File: src/rtl/phase_seq.sv
// phase_seq: triggered multi-phase sequencer.
// A rising edge on trig (while idle) captures the per-phase hold lengths, waits
// START_DLY edges, then walks a one-hot token through phase[0..N_PH-1], holding
// each phase for its captured length. A full pass ends with a done pulse and
// either returns to idle or, with loop_en, wraps to phase 0 using freshly
// captured lengths. abort ends a sequence at once with no done pulse.
// Ports:
//   clk      clock, all state on posedge
//   rst      synchronous active-high reset
//   trig     level input; a rising edge starts a sequence from idle
//   hold_len packed hold lengths, field i = hold_len[i*CW +: CW]
//   loop_en  wrap from the last phase back to phase 0
//   abort    terminate a running sequence
//   phase    one-hot active phase, zero when not running
//   busy     high from trigger accept until the sequence ends
//   done     one-cycle pulse at the end of each full pass
//   err      one-cycle pulse when a start is rejected (a zero hold field)
module phase_seq #(
  parameter int unsigned N_PH      = 3,
  parameter int unsigned CW        = 4,
  parameter int unsigned START_DLY = 3
) (
  input  logic               clk,
  input  logic               rst,
  input  logic               trig,
  input  logic [N_PH*CW-1:0] hold_len,
  input  logic               loop_en,
  input  logic               abort,
  output logic [N_PH-1:0]    phase,
  output logic               busy,
  output logic               done,
  output logic               err
);

  // The counter serves both the start delay and the hold lengths.
  localparam int unsigned CntW = (CW > 4) ? CW : 4;
  localparam int unsigned IdxW = $clog2(N_PH);
  localparam logic [IdxW-1:0] LastIdx = IdxW'(N_PH - 1);
  // Phase 0 is registered START_DLY-1 edges after the accept edge.
  localparam logic [CntW-1:0] WaitLoad = CntW'((START_DLY >= 2) ? START_DLY - 2 : 0);
  localparam logic [N_PH-1:0] PhFirst = N_PH'(1);

  typedef enum logic [1:0] {StIdle, StWait, StRun} state_e;

  state_e             state_q, state_d;
  logic [IdxW-1:0]    idx_q, idx_d;
  logic [CntW-1:0]    cnt_q, cnt_d;
  logic [N_PH*CW-1:0] shadow_q, shadow_d;
  logic [N_PH-1:0]    phase_q, phase_d;
  logic               busy_q, busy_d;
  logic               done_q, done_d;
  logic               err_q, err_d;
  logic               trig_q;
  logic               rise;

  function automatic logic any_zero(input logic [N_PH*CW-1:0] h);
    logic z;
    z = 1'b0;
    for (int i = 0; i < int'(N_PH); i++) begin
      if (h[i*CW +: CW] == '0) z = 1'b1;
    end
    return z;
  endfunction

  // Counter load for a phase: the phase is held for (field) edges.
  function automatic logic [CntW-1:0] hold_m1(input logic [N_PH*CW-1:0] h,
                                              input logic [IdxW-1:0]    i);
    return CntW'(h[int'(i)*CW +: CW]) - CntW'(1);
  endfunction

  assign rise = trig & ~trig_q;

  always_comb begin
    state_d  = state_q;
    idx_d    = idx_q;
    cnt_d    = cnt_q;
    shadow_d = shadow_q;
    phase_d  = phase_q;
    busy_d   = busy_q;
    done_d   = 1'b0;
    err_d    = 1'b0;
    unique case (state_q)
      StIdle: begin
        if (rise && !abort) begin
          shadow_d = hold_len;
          if (any_zero(hold_len)) begin
            err_d = 1'b1;
          end else if (START_DLY <= 1) begin
            state_d = StRun;
            busy_d  = 1'b1;
            idx_d   = '0;
            phase_d = PhFirst;
            cnt_d   = hold_m1(hold_len, '0);
          end else begin
            state_d = StWait;
            busy_d  = 1'b1;
            cnt_d   = WaitLoad;
          end
        end
      end
      StWait: begin
        if (abort) begin
          state_d = StIdle;
          busy_d  = 1'b0;
          phase_d = '0;
          cnt_d   = '0;
        end else if (cnt_q == '0) begin
          state_d = StRun;
          idx_d   = '0;
          phase_d = PhFirst;
          cnt_d   = hold_m1(shadow_q, '0);
        end else begin
          cnt_d = cnt_q - CntW'(1);
        end
      end
      StRun: begin
        if (abort) begin
          state_d = StIdle;
          busy_d  = 1'b0;
          phase_d = '0;
          idx_d   = '0;
          cnt_d   = '0;
        end else if (cnt_q != '0) begin
          cnt_d = cnt_q - CntW'(1);
        end else if (idx_q == LastIdx) begin
          done_d = 1'b1;
          if (loop_en && !any_zero(hold_len)) begin
            shadow_d = hold_len;
            idx_d    = '0;
            phase_d  = PhFirst;
            cnt_d    = hold_m1(hold_len, '0);
          end else begin
            // A wrap that recaptures a zero field is rejected like a bad start.
            err_d   = loop_en;
            if (loop_en) shadow_d = hold_len;
            state_d = StIdle;
            busy_d  = 1'b0;
            phase_d = '0;
            idx_d   = '0;
            cnt_d   = '0;
          end
        end else begin
          idx_d   = idx_q + IdxW'(1);
          phase_d = phase_q << 1;
          cnt_d   = hold_m1(shadow_q, idx_q + IdxW'(1));
        end
      end
      default: begin
        state_d = StIdle;
        phase_d = '0;
        busy_d  = 1'b0;
      end
    endcase
  end

  always_ff @(posedge clk) begin
    if (rst) begin
      state_q  <= StIdle;
      idx_q    <= '0;
      cnt_q    <= '0;
      shadow_q <= '0;
      phase_q  <= '0;
      busy_q   <= 1'b0;
      done_q   <= 1'b0;
      err_q    <= 1'b0;
      trig_q   <= 1'b1;  // trig held high through reset is not a rise
    end else begin
      state_q  <= state_d;
      idx_q    <= idx_d;
      cnt_q    <= cnt_d;
      shadow_q <= shadow_d;
      phase_q  <= phase_d;
      busy_q   <= busy_d;
      done_q   <= done_d;
      err_q    <= err_d;
      trig_q   <= trig;
    end
  end

  assign phase = phase_q;
  assign busy  = busy_q;
  assign done  = done_q;
  assign err   = err_q;

endmodule

File: config.mk
export PLATFORM = sky130hd
export DESIGN_NAME = phase_seq
export DESIGN_NICKNAME = d
export VERILOG_FILES = /design/src/rtl/phase_seq.sv
export SDC_FILE = /design/constraint.sdc
export NUM_CORES = 1
export LEC_CHECK = 0
export CAP_MARGIN = 10
export CORE_ASPECT_RATIO = 1.1
export CORE_MARGIN = 2
export CORE_UTILIZATION = 60
export CTS_BUF_LIST = sky130_fd_sc_hd__clkbuf_2
export DETAILED_ROUTE_END_ITERATION = 10
export MAX_ROUTING_LAYER = met4
export PLACE_DENSITY = 0.86
export REMOVE_ABC_BUFFERS = 1
export SETUP_SLACK_MARGIN = 0.02
export SYNTH_ARGS = -nofsm -noshare
export SYNTH_HDL_FRONTEND = slang
export SYNTH_SLANG_ARGS = --single-unit
File: constraint.sdc
create_clock -name clk -period 5.7 [get_ports clk]
set_input_delay 1.425 -clock clk [delete_from_list [all_inputs] [get_ports clk]]
set_output_delay 1.425 -clock clk [all_outputs]
set_load 0.05 [all_outputs]
=== Word level (Yosys, flattened, before mapping) ===
Index checks and enable logic that the tools add are counted.

* Add/sub/neg operators: 5
* Multiply operators: 0
* Divide/modulo/power cells: 0
* $lt $le $gt $ge: 0
* Eq/ne operators: 16
* Shift operators: 1
* Multiplexer cells: 63
* Bitwise gates (word level): 4
* Reduce and logical (&&, ||, !) cells: 20

{| class="wikitable"
|+ Operators with widths
! operator !! count
|-
| 12-bit two-way mux || 6
|-
| 4-bit two-way mux || 8
|-
| 2-bit two-way mux || 13
|-
| 1-bit two-way mux || 24
|-
| 12-bit one-hot mux with 2 select lines || 1
|-
| 6-bit AND reduction || 3
|-
| 4-bit zero test || 4
|-
| 2-bit != test, second input constant || 8
|-
| 4-bit by 1-bit subtractor with 4-bit output, second input constant || 4
|-
| 3-bit two-way mux || 5
|-
| 3-bit != test, second input constant || 5
|-
| 4-bit one-hot mux with 3 select lines || 1
|-
| 12-bit by 5-bit variable part select with 4-bit output || 1
|-
| 3-bit one-hot mux with 3 select lines || 1
|-
| 2-bit one-hot mux with 3 select lines || 1
|-
| 3-bit AND reduction || 2
|-
| 2-bit == test, second input constant || 2
|-
| 2-bit one-hot mux with 2 select lines || 1
|-
| 4-bit AND reduction || 1
|-
| 2-bit nonzero test || 2
|-
| 4-bit nonzero test || 1
|-
| 4-bit OR reduction || 1
|-
| 1-bit NOT || 3
|-
| 1-bit one-hot mux with 3 select lines || 1
|-
| 8 further kinds || 10
|}

* Register bits: 27
* Bits in latches: 0
* RAM bits: 0
* ROM bits: 0
* Bits of input ports: 17
* Output and inout bits: 6
* Logic and storage cells: 118
* Memories: 0

=== Depth between registers and ports, before layout ===
Gate-level depths: netlist (run 1).

* Word-level depth: 15
* Gate-level depth with buffers: 10

=== Worst setup path before layout (run 1) ===
OpenSTA, ideal clock, no wires.

* Path kind: input-to-reg
* Start: input hold_len[0]
* End: register phase_q[0] (netlist: phase[0])
* Arrival: 3.023 ns
* Data required time: 5.629 ns
* Setup slack: 2.606 ns
* Stages: 7
* Cell sequence: inv_1 > ha_1 > nor3b_1 > nor4_1 > a21oi_1 > or4b_1 > a21oi_1

* Longest elaborated chain between the ends: 15

{| class="wikitable"
|+ RTL lines
! element !! RTL line !! source
|-
| start, declared || 26 || <nowiki>input logic [N_PH*CW-1:0] hold_len,</nowiki>
|-
| 4-bit zero test || 60 || <nowiki>if (h[i*CW +: CW] == '0) z = 1'b1;</nowiki>
|-
| 1-bit two-way mux || 60 ||
|-
| 1-bit two-way mux (2 in series) || -- ||
|-
| 1-bit two-way mux || 125 || <nowiki>end else if (idx_q == LastIdx) begin</nowiki>
|-
| 1-bit two-way mux || 123 || <nowiki>end else if (cnt_q != '0) begin</nowiki>
|-
| 1-bit two-way mux || 117 || <nowiki>if (abort) begin</nowiki>
|-
| 1-bit two-way mux || 82 || <nowiki>unique case (state_q)</nowiki>
|-
| 1-bit zero test || 127 || <nowiki>if (loop_en && !any_zero(hold_len)) begin</nowiki>
|-
| 1-bit logical AND || 127 ||
|-
| 1-bit two-way mux || 127 ||
|-
| 3-bit two-way mux || 125 ||
|-
| 3-bit two-way mux || 123 ||
|-
| 3-bit two-way mux || 117 ||
|-
| 3-bit one-hot mux with 3 select lines || 82 ||
|-
| end signal, assigned || 172 || <nowiki>phase_q <= phase_d;</nowiki>
|-
| end, declared || 49 || <nowiki>logic [N_PH-1:0] phase_q, phase_d;</nowiki>
|}

No other way between the ends. The select of a mux whose other input is x is not followed.
A chain may end at the register's enable or synchronous reset.

=== Final worst setup path (run 1) ===
Same ends and word-level chain as after synthesis.

==> results.toml, run 1 <==
[pwr]
seqPwrFrac = 0.430
ir_drop_mv = 0.184
power_density_nw_per_um2 = 260
p_int_mw = 0.328
netSwitchingPower_mw = 0.197
pwr-share-comb = 0.430
p_clk_frac = 0.141
p_leak_nw = 0.798
p_sw_frac = 0.375

[logic_synthesis]
synth_area_um2 = 1790
synth_top_area_frac = 0.303
synth_edf_count = 0
async_flop_share = 0
synth.yosys.seq_area_share = 0.303
ys.flop_type = "dfxtp_1"
synth_cell_types = 56
ys_warn_count = 0
synth_area_per_cell_um2 = 8.67
synth.most_common_cell = "dfxtp_1"
ys_top_cells_by_area = "dfxtp_1 30%, ha_1 8.4%, mux2i_1 7.8%, nor2_1 5.5%, a21oi_1 4.2%"
yosys-top-cells-count = "27 x dfxtp_1, 26 x nor2_1, 15 x a21oi_1, 15 x inv_1, 14 x mux2i_1"
synthCells = 206
synth-seq-cells = 27
post-synth-top-area-cell = "dfxtp_1"

[worst_hold_path]
hold_path_class = "reg -> reg"

[routing]
vias = 1566
dr.pass1.iters = 5
drtIter0Drc = 75
vias_per_cell = 6.14
drc_errors = 0
ant_nets = 0
avgRoutedWirePerCell_um = 16.2
wl_mm = 4.13

[worst_setup_path]
critical_path_required_ps = 5960
critPathLaunchType = "input pin"
cp_max_fo = 6
critPathKind = "in -> reg"
endpoint_kind = "register"
reg2reg_to = "cnt_q[1]"
regToRegSetupSlack_ps = 3180
reg2reg_from = "idx_q[0]"
cp_data_arrival_time_ps = 3920
reg2regPathDepth = 9
crit_end = "phase[0]"
crit_start = "hold_len[0]"

[grt]
grt_overflow_total = 0
grt_max_degree = 32
grt_pass1_wl_mm = 6.88
antenna_found_initial = 0
track_usage = 0.262
grt_pass1_vias = 1534

[die]
die_h_um = 61.2
start_util = 0.638
die_area_um2 = 3430
num_io_pins = 23
core_region_area_um2 = 2800
rows = 20
die_w_um = 56.0

[finish]
seqCellArea_um2 = 541
nets = 252
final_cells = 255
syn_to_final_growth_pct = 12.8
layout-drive-gt1-share = 0.0901
fillCellCount = 239
multi_input_area_um2 = 1140
n_antenna_cell = 0

[job]
cap_violations = 0

[cts]
clock_sinks = 27
cts_root_buf = "clkbuf_2"
clock_latency_ps = 360
clk_path_buf_depth = 2
hold_buffers = 0
cts-buffers-inserted = 3
post_cts_buffers = 0
cts_resized = 0
cts_tree = "yes"
h-tree-depth = 1
path_clk_slew_ps = 220

[placed_design]
place_congestion = 0.878
dpl.cell_count = 251
port_buffers = 22
post-dp-hpwl_mm = 3.19

[sta]
post-route-period-util = 0.642
period_minus_slack_ps = 3660
worst_pin_slew_ps = 1120
slew_headroom = 0.253
final-setup-viol-count = 0
finalHoldViolCount = 0
drv_slew = 0
rsz0062_at_grt = "false"
finalSetupTns_ps = 0
timing.fmax_mhz = 273
fin_skew_ps = 30.8

[outcome]
outcome = "completed"
## critical path, stage by stage
cell	delay, ps
clkdlybuf4s50_1	500
inv_1	80
ha_1	190
nor3b_1	220
nor4_1	720
a21oi_1	160
or4b_1	490
a21oi_1	140
## how the worst min path moves through the flow
stage,endpoint,startpoint,slack (ps),cells after the start
finish,phase[2],phase[2],480,2
global route,phase[2],phase[2],490,2
CTS,phase[2],phase[2],480,2
detailed placement,phase[2],phase[2],450,2
global placement,phase[2],phase[2],440,2
floorplan,idx_q[1],idx_q[1],440,2
## metal layers
layer | share of wire | up-vias | GRT usage
li1 | - | 775 | -
met1 | 0.45 | 732 | 0.312
met2 | 0.50 | 47 | 0.455
met3 | 0.041 | 12 | 0.0315
met4 | 0.018 | 0 | 0.112
met5 | 0 | - | -
## placed cells by master, fill, tap and decap left out, types with 3 or more instances in the layout
cell / instances
nor2_1: 26
inv_1: 15
xor2_1: 4
mux2i_1: 14
ha_1: 12
a221oi_1: 3
nand2_1: 12
dfxtp_1: 27
nor3_1: 6
a22oi_1: 4
clkdlybuf4s50_1: 22
o21ai_0: 4
a21oi_1: 15
mux2_2: 4
clkbuf_2: 4
## metrics by stage
| step | worst slack [ps] | power (mW) | hold WS (ps) | utilization | area, um2 |
|---|---|---|---|---|---|
| 2_1_floorplan | 2610 | 0.389 | 443 | - | 1730 |
| 3_3_place_gp | 1780 | 0.444 | 439 | 0.712 | 2000 |
| 3_5_place_dp | 1700 | 0.451 | 455 | 0.712 | 2000 |
| 4_1_cts | 2070 | 0.524 | 481 | 0.719 | 2020 |
| 5_1_grt | 1850 | 0.558 | 492 | 0.719 | 2020 |
| 6_report | 2040 | 0.524 | 479 | 0.719 | 2020 |
## flip-flops by register name (all words and copies together), names as in the netlist
name      count
state_q       2
shadow_q     12
done          1
phase         3
cnt_q         4
idx_q         2
busy          1
trig_q        1
err           1
## cell type report
type / count / area share
clock buffer: 4 / 0.00993
inverter: 15 / 0.0279
multi-input combinational: 154 / 0.564
sequential: 27 / 0.268
tap: 33 / 0.0205
timing repair buffer: 22 / 0.109
## kinds of logic after synthesis
family | share of synthesized area
AO/OA/AOI/OAI | 0.197
XOR/XNOR | 0.0294
adder cells (fa/ha/maj) | 0.0840
buffers and inverters | 0.0609
flip-flops | 0.303
multiplexers | 0.104
AND/OR/NAND/NOR | 0.222
## power by group through the flow
stage | clock, mW | combinational, mW | sequential (mW)
after floorplan | 0 | 0.157 | 0.232
after global placement | 0 | 0.216 | 0.228
after detailed placement | 0 | 0.222 | 0.229
after CTS | 0.0765 | 0.223 | 0.225
after global routing | 0.0830 | 0.247 | 0.228
final | 0.0738 | 0.225 | 0.225
No activity file was read; power rests on OpenSTA's default activity.
==> run 2: changes to the inputs <==
Settings changed: CORE_UTILIZATION 60 to 57, PLACE_DENSITY 0.86 to 0.82.
Clock period 5.7 ns to 3.7 ns, I/O delays scaled along.
==> run 2 against run 1 <==
Hold slack improved by 5.7 ps. Final area is 1.2% higher. Clock power rose by 60%. First-iteration DRC count rose by 29%. Combinational power is 54% higher. Sequential power grew 55%. Register-to-register slack worse by 2100 ps. Largest cell class unchanged. Highest routed layer unchanged.
==> results.toml, run 2 (same netlist as run 1, synthesis figures left out) <==
[cts]
post_cts_buffers = 0
clock_sinks = 27
clock_latency_ps = 360
cts-buffers-inserted = 3
cts_resized = 0
hold_buffers = 0
cts_tree = "yes"
cts_root_buf = "clkbuf_2"
clk_path_buf_depth = 2
path_clk_slew_ps = 250
h-tree-depth = 1

[outcome]
outcome = "completed"

[pwr]
pwr-share-comb = 0.427
p_leak_nw = 0.812
netSwitchingPower_mw = 0.307
power_density_nw_per_um2 = 399
p_clk_frac = 0.145
p_int_mw = 0.507
p_sw_frac = 0.377
seqPwrFrac = 0.428
ir_drop_mv = 0.267

[sta]
rsz0062_at_grt = "false"
finalHoldViolCount = 0
drv_slew = 0
fin_skew_ps = 2.48
timing.fmax_mhz = 325
fin_ws_ps = 623
final-setup-viol-count = 0
slew_headroom = 0.410
worst_pin_slew_ps = 884
post-route-period-util = 0.832
period_minus_slack_ps = 3080
finalSetupTns_ps = 0

[finish]
syn_to_final_growth_pct = 14.1
layout_common_cells = "27 x dfxtp_1, 26 x nor2_1, 22 x clkdlybuf4s50_1"
final_common_cell = "dfxtp_1"
nets = 255
largest_reg_flops = 12
layout-drive-gt1-share = 0.102
n_antenna_cell = 0
largest-register = "shadow_q"

[die]
core_region_area_um2 = 3020
die_area_um2 = 3600
rows = 21
die_h_um = 62.7
num_io_pins = 23
die_w_um = 57.4
start_util = 0.591

[routing]
drc_errors = 0
ant_nets = 0
wl_mm = 4.25
drtIter0Drc = 97
avgRoutedWirePerCell_um = 16.4
vias = 1593
dr.pass1.iters = 4
vias_per_cell = 6.15

[worst_setup_path]
critical_path_required_ps = 4010
critPathLaunchType = "input pin"
cp_max_fo = 6
critPathKind = "in -> reg"
reg2regPathDepth = 9
crit_family = "simple AND/OR/NAND/NOR gates"
endpoint_kind = "register"
reg2reg_to = "cnt_q[1]"
regToRegSetupSlack_ps = 1110
reg2reg_from = "idx_q[0]"
slowest_delay_ps = 720
path_common_cell = "a21oi_1"
cpMaxStageDelayCell = "nor4_1"
cp_data_arrival_time_ps = 3390
timing.critical_path.cells = "clkdlybuf4s50_1, inv_1, ha_1, nor3b_1, nor4_1, a21oi_1, or4b_1, a21oi_1"
crit_buf_inv = 2

[worst_hold_path]
holdPathEnd = "phase[2]"
hold_path_class = "reg -> reg"
worstHoldStart = "phase[2]"
min_path_cells = 2

[grt]
grt_pass1_wl_mm = 7.43
grt_pass1_vias = 1594
grt_overflow_total = 0
antenna_found_initial = 0
track_usage = 0.265
grt_max_degree = 21

[placed_design]
post-dp-hpwl_mm = 3.35
port_buffers = 22
dp_slack_ps = 285
place_congestion = 0.951

[job]
cap_violations = 0
run 2: worst max-delay path by stage:
stage                    end  slack (ps)  depth (start not counted)   startpoint
CTS                 phase[0]         690                          8  hold_len[0]
global placement    phase[0]         330                          8  hold_len[0]
floorplan           phase[0]        1110                          7  hold_len[0]
detailed placement  phase[0]         280                          8  hold_len[0]
global route        phase[0]         420                          8  hold_len[0]
finish              phase[0]         620                          8  hold_len[0]
run 2: layer usage:
metal  part of all wire  global-route usage  vias up
met1               0.44               0.350      755
met2               0.50               0.435       51
met5                  0                   -        -
met4              0.018              0.0727        0
li1                   -                   -      779
met3              0.044              0.0186        8
run 2: tightest hold or removal path: stages (launching register included):
cell     delay (ps)
dfxtp_1         370
nand2_1          50
a21oi_1          50
run 2: power groups by stage:
stage / clock [mW] / sequential, mW / combinational, mW
2_1_floorplan: 0 / 0.357 / 0.242
3_3_place_gp: 0 / 0.350 / 0.336
3_5_place_dp: 0 / 0.354 / 0.343
4_1_cts: 0.123 / 0.348 / 0.345
5_1_grt: 0.134 / 0.353 / 0.381
6_report: 0.118 / 0.349 / 0.347
run 2: cell type report:
cell class / count / area [um2]
multi-input combinational: 154 / 1140
fill: 273 / 982
sequential: 27 / 541
timing repair buffer: 25 / 243
inverter: 15 / 56.3
tap: 34 / 42.5
clock buffer: 4 / 20.0
run 2: metrics by stage:
stage | hold slack (ps) | instances | util | area, um2 | power (mW)
global route | 515 | 259 | 0.675 | 2040 | 0.868
floorplan | 443 | 196 | - | 1730 | 0.599
detailed placement | 470 | 255 | 0.668 | 2020 | 0.697
CTS | 494 | 259 | 0.675 | 2040 | 0.816
global placement | 439 | 255 | 0.668 | 2020 | 0.687
finish | 485 | 259 | 0.675 | 2040 | 0.814
==> run 3: changes to the inputs <==
Clock period 3.7 ns to 3.1 ns, I/O delays scaled along.
==> run 3 against run 2 <==
Count of clock-buffer cells in the layout shrank 1. Sequential power grew 18%. Critical path type unchanged. Largest cell class unchanged. Highest routed layer unchanged. Cell count grew 1.9%.
==> results.toml, run 3 (same netlist as run 1, synthesis figures left out) <==
[worst_hold_path]
holdPathEnd = "phase[2]"
min_path_cells = 2
hold_path_class = "reg -> reg"
worstHoldStart = "phase[2]"

[finish]
final_common_cell = "dfxtp_1"
nets = 260
layout-drive-gt1-share = 0.122
final_cells = 264
largest_reg_flops = 12
largest-register = "shadow_q"
layout_common_cells = "27 x dfxtp_1, 26 x nor2_1, 22 x clkdlybuf4s50_1"
fillCellCount = 261
syn_to_final_growth_pct = 16.2
n_antenna_cell = 0

[placed_design]
place_congestion = 0.919
post-dp-hpwl_mm = 3.35
port_buffers = 22
dpl.cell_count = 260

[cts]
hold_buffers = 0
path_clk_slew_ps = 250
cts-buffers-inserted = 3
cts_tree = "yes"
cts_root_buf = "clkbuf_2"
clk_path_buf_depth = 2
clock_sinks = 27
clock_latency_ps = 370
post_cts_buffers = 0
cts_resized = 0
h-tree-depth = 1

[worst_setup_path]
regToRegSetupSlack_ps = 480
reg2reg_to = "cnt_q[1]"
critPathKind = "in -> reg"
reg2reg_from = "idx_q[0]"
reg2regPathDepth = 9
cp_max_fo = 4
endpoint_kind = "register"
cp_data_arrival_time_ps = 3020
critical_path_required_ps = 3450
critPathLaunchType = "input pin"

[pwr]
power_density_nw_per_um2 = 467
ir_drop_mv = 0.292
power_mw = 0.971
p_clk_frac = 0.141
netSwitchingPower_mw = 0.367
pwr-share-comb = 0.433
p_leak_nw = 0.839
p_sw_frac = 0.378
p_int_mw = 0.604
seqPwrFrac = 0.425

[grt]
grt_overflow_total = 0
antenna_found_initial = 0
grt_max_degree = 24
track_usage = 0.272
grt_pass1_wl_mm = 7.53
grt_pass1_vias = 1713

[sta]
final-setup-viol-count = 0
finalSetupTns_ps = 0
worst_pin_slew_ps = 750
rsz0062_at_grt = "false"
period_minus_slack_ps = 2670
drv_slew = 0
hold_slack_ps = 475
fin_skew_ps = 1.44
finalHoldViolCount = 0
post-route-period-util = 0.861
slew_headroom = 0.492
timing.fmax_mhz = 375

[die]
core_region_area_um2 = 3020
num_io_pins = 23
die_area_um2 = 3600
rows = 21
start_util = 0.591
die_w_um = 57.4
die_h_um = 62.7

[routing]
vias_per_cell = 6.17
ant_nets = 0
drtIter0Drc = 78
drc_errors = 0
wl_mm = 4.26
avgRoutedWirePerCell_um = 16.1
dr.pass1.iters = 4
vias = 1628

[outcome]
outcome = "completed"

[job]
cap_violations = 0
run 3: changes by cell type in the layout (fill, tap and decap cells not counted):
cell / delta
clkbuf_2: -1
buf_4: +5
clkinv_2: +1
run 3: layout make-up:
type	count	area, um2	area share
clock inverter	1	5.00	0.00241
multi-input combinational	154	1140	0.548
sequential	27	541	0.260
inverter	15	56.3	0.0271
clock buffer	3	15.0	0.00723
tap	34	42.5	0.0205
timing repair buffer	30	280	0.135
run 3: worst max path at each step:
stage | startpoint | end | slack, ps | cells past startpoint
finish | hold_len[0] | cnt_q[0] | 430 | 9
global route | idx_q[0] | cnt_q[1] | 210 | 9
CTS | idx_q[0] | cnt_q[1] | 510 | 9
detailed placement | hold_len[0] | state_q[0] | 90 | 9
global placement | hold_len[0] | state_q[1] | 160 | 9
floorplan | hold_len[0] | phase[0] | 660 | 7
run 3: per-layer routing:
metal	vias to the layer above	global-route usage	wire length, um
li1	792	-	-
met1	773	0.329	1860
met2	50	0.445	2110
met3	13	0.0269	161
met4	0	0.134	121
met5	-	-	0
run 3: power groups by stage:
stage,registers (mW),clock network [mW],logic [mW]
after global routing,0.420,0.160,0.467
after floorplan,0.426,0,0.288
after detailed placement,0.421,0,0.415
final,0.413,0.137,0.421
after CTS,0.414,0.148,0.417
after global placement,0.418,0,0.405
run 3: worst max-delay path: stages:
cell and delay [ps]:
clkdlybuf4s50_1 490, inv_1 80, ha_1 190, nor3b_1 150
nor4_1 420, buf_4 210, a221oi_1 70, a2111oi_0 460
o21a_1 160
run 3: through the flow:
stage	setup slack, ps	instance area, um2	util
floorplan	657	1730	-
global placement	157	2060	0.681
detailed placement	93.9	2060	0.681
CTS	505	2080	0.687
global route	214	2080	0.687
finish	430	2080	0.687
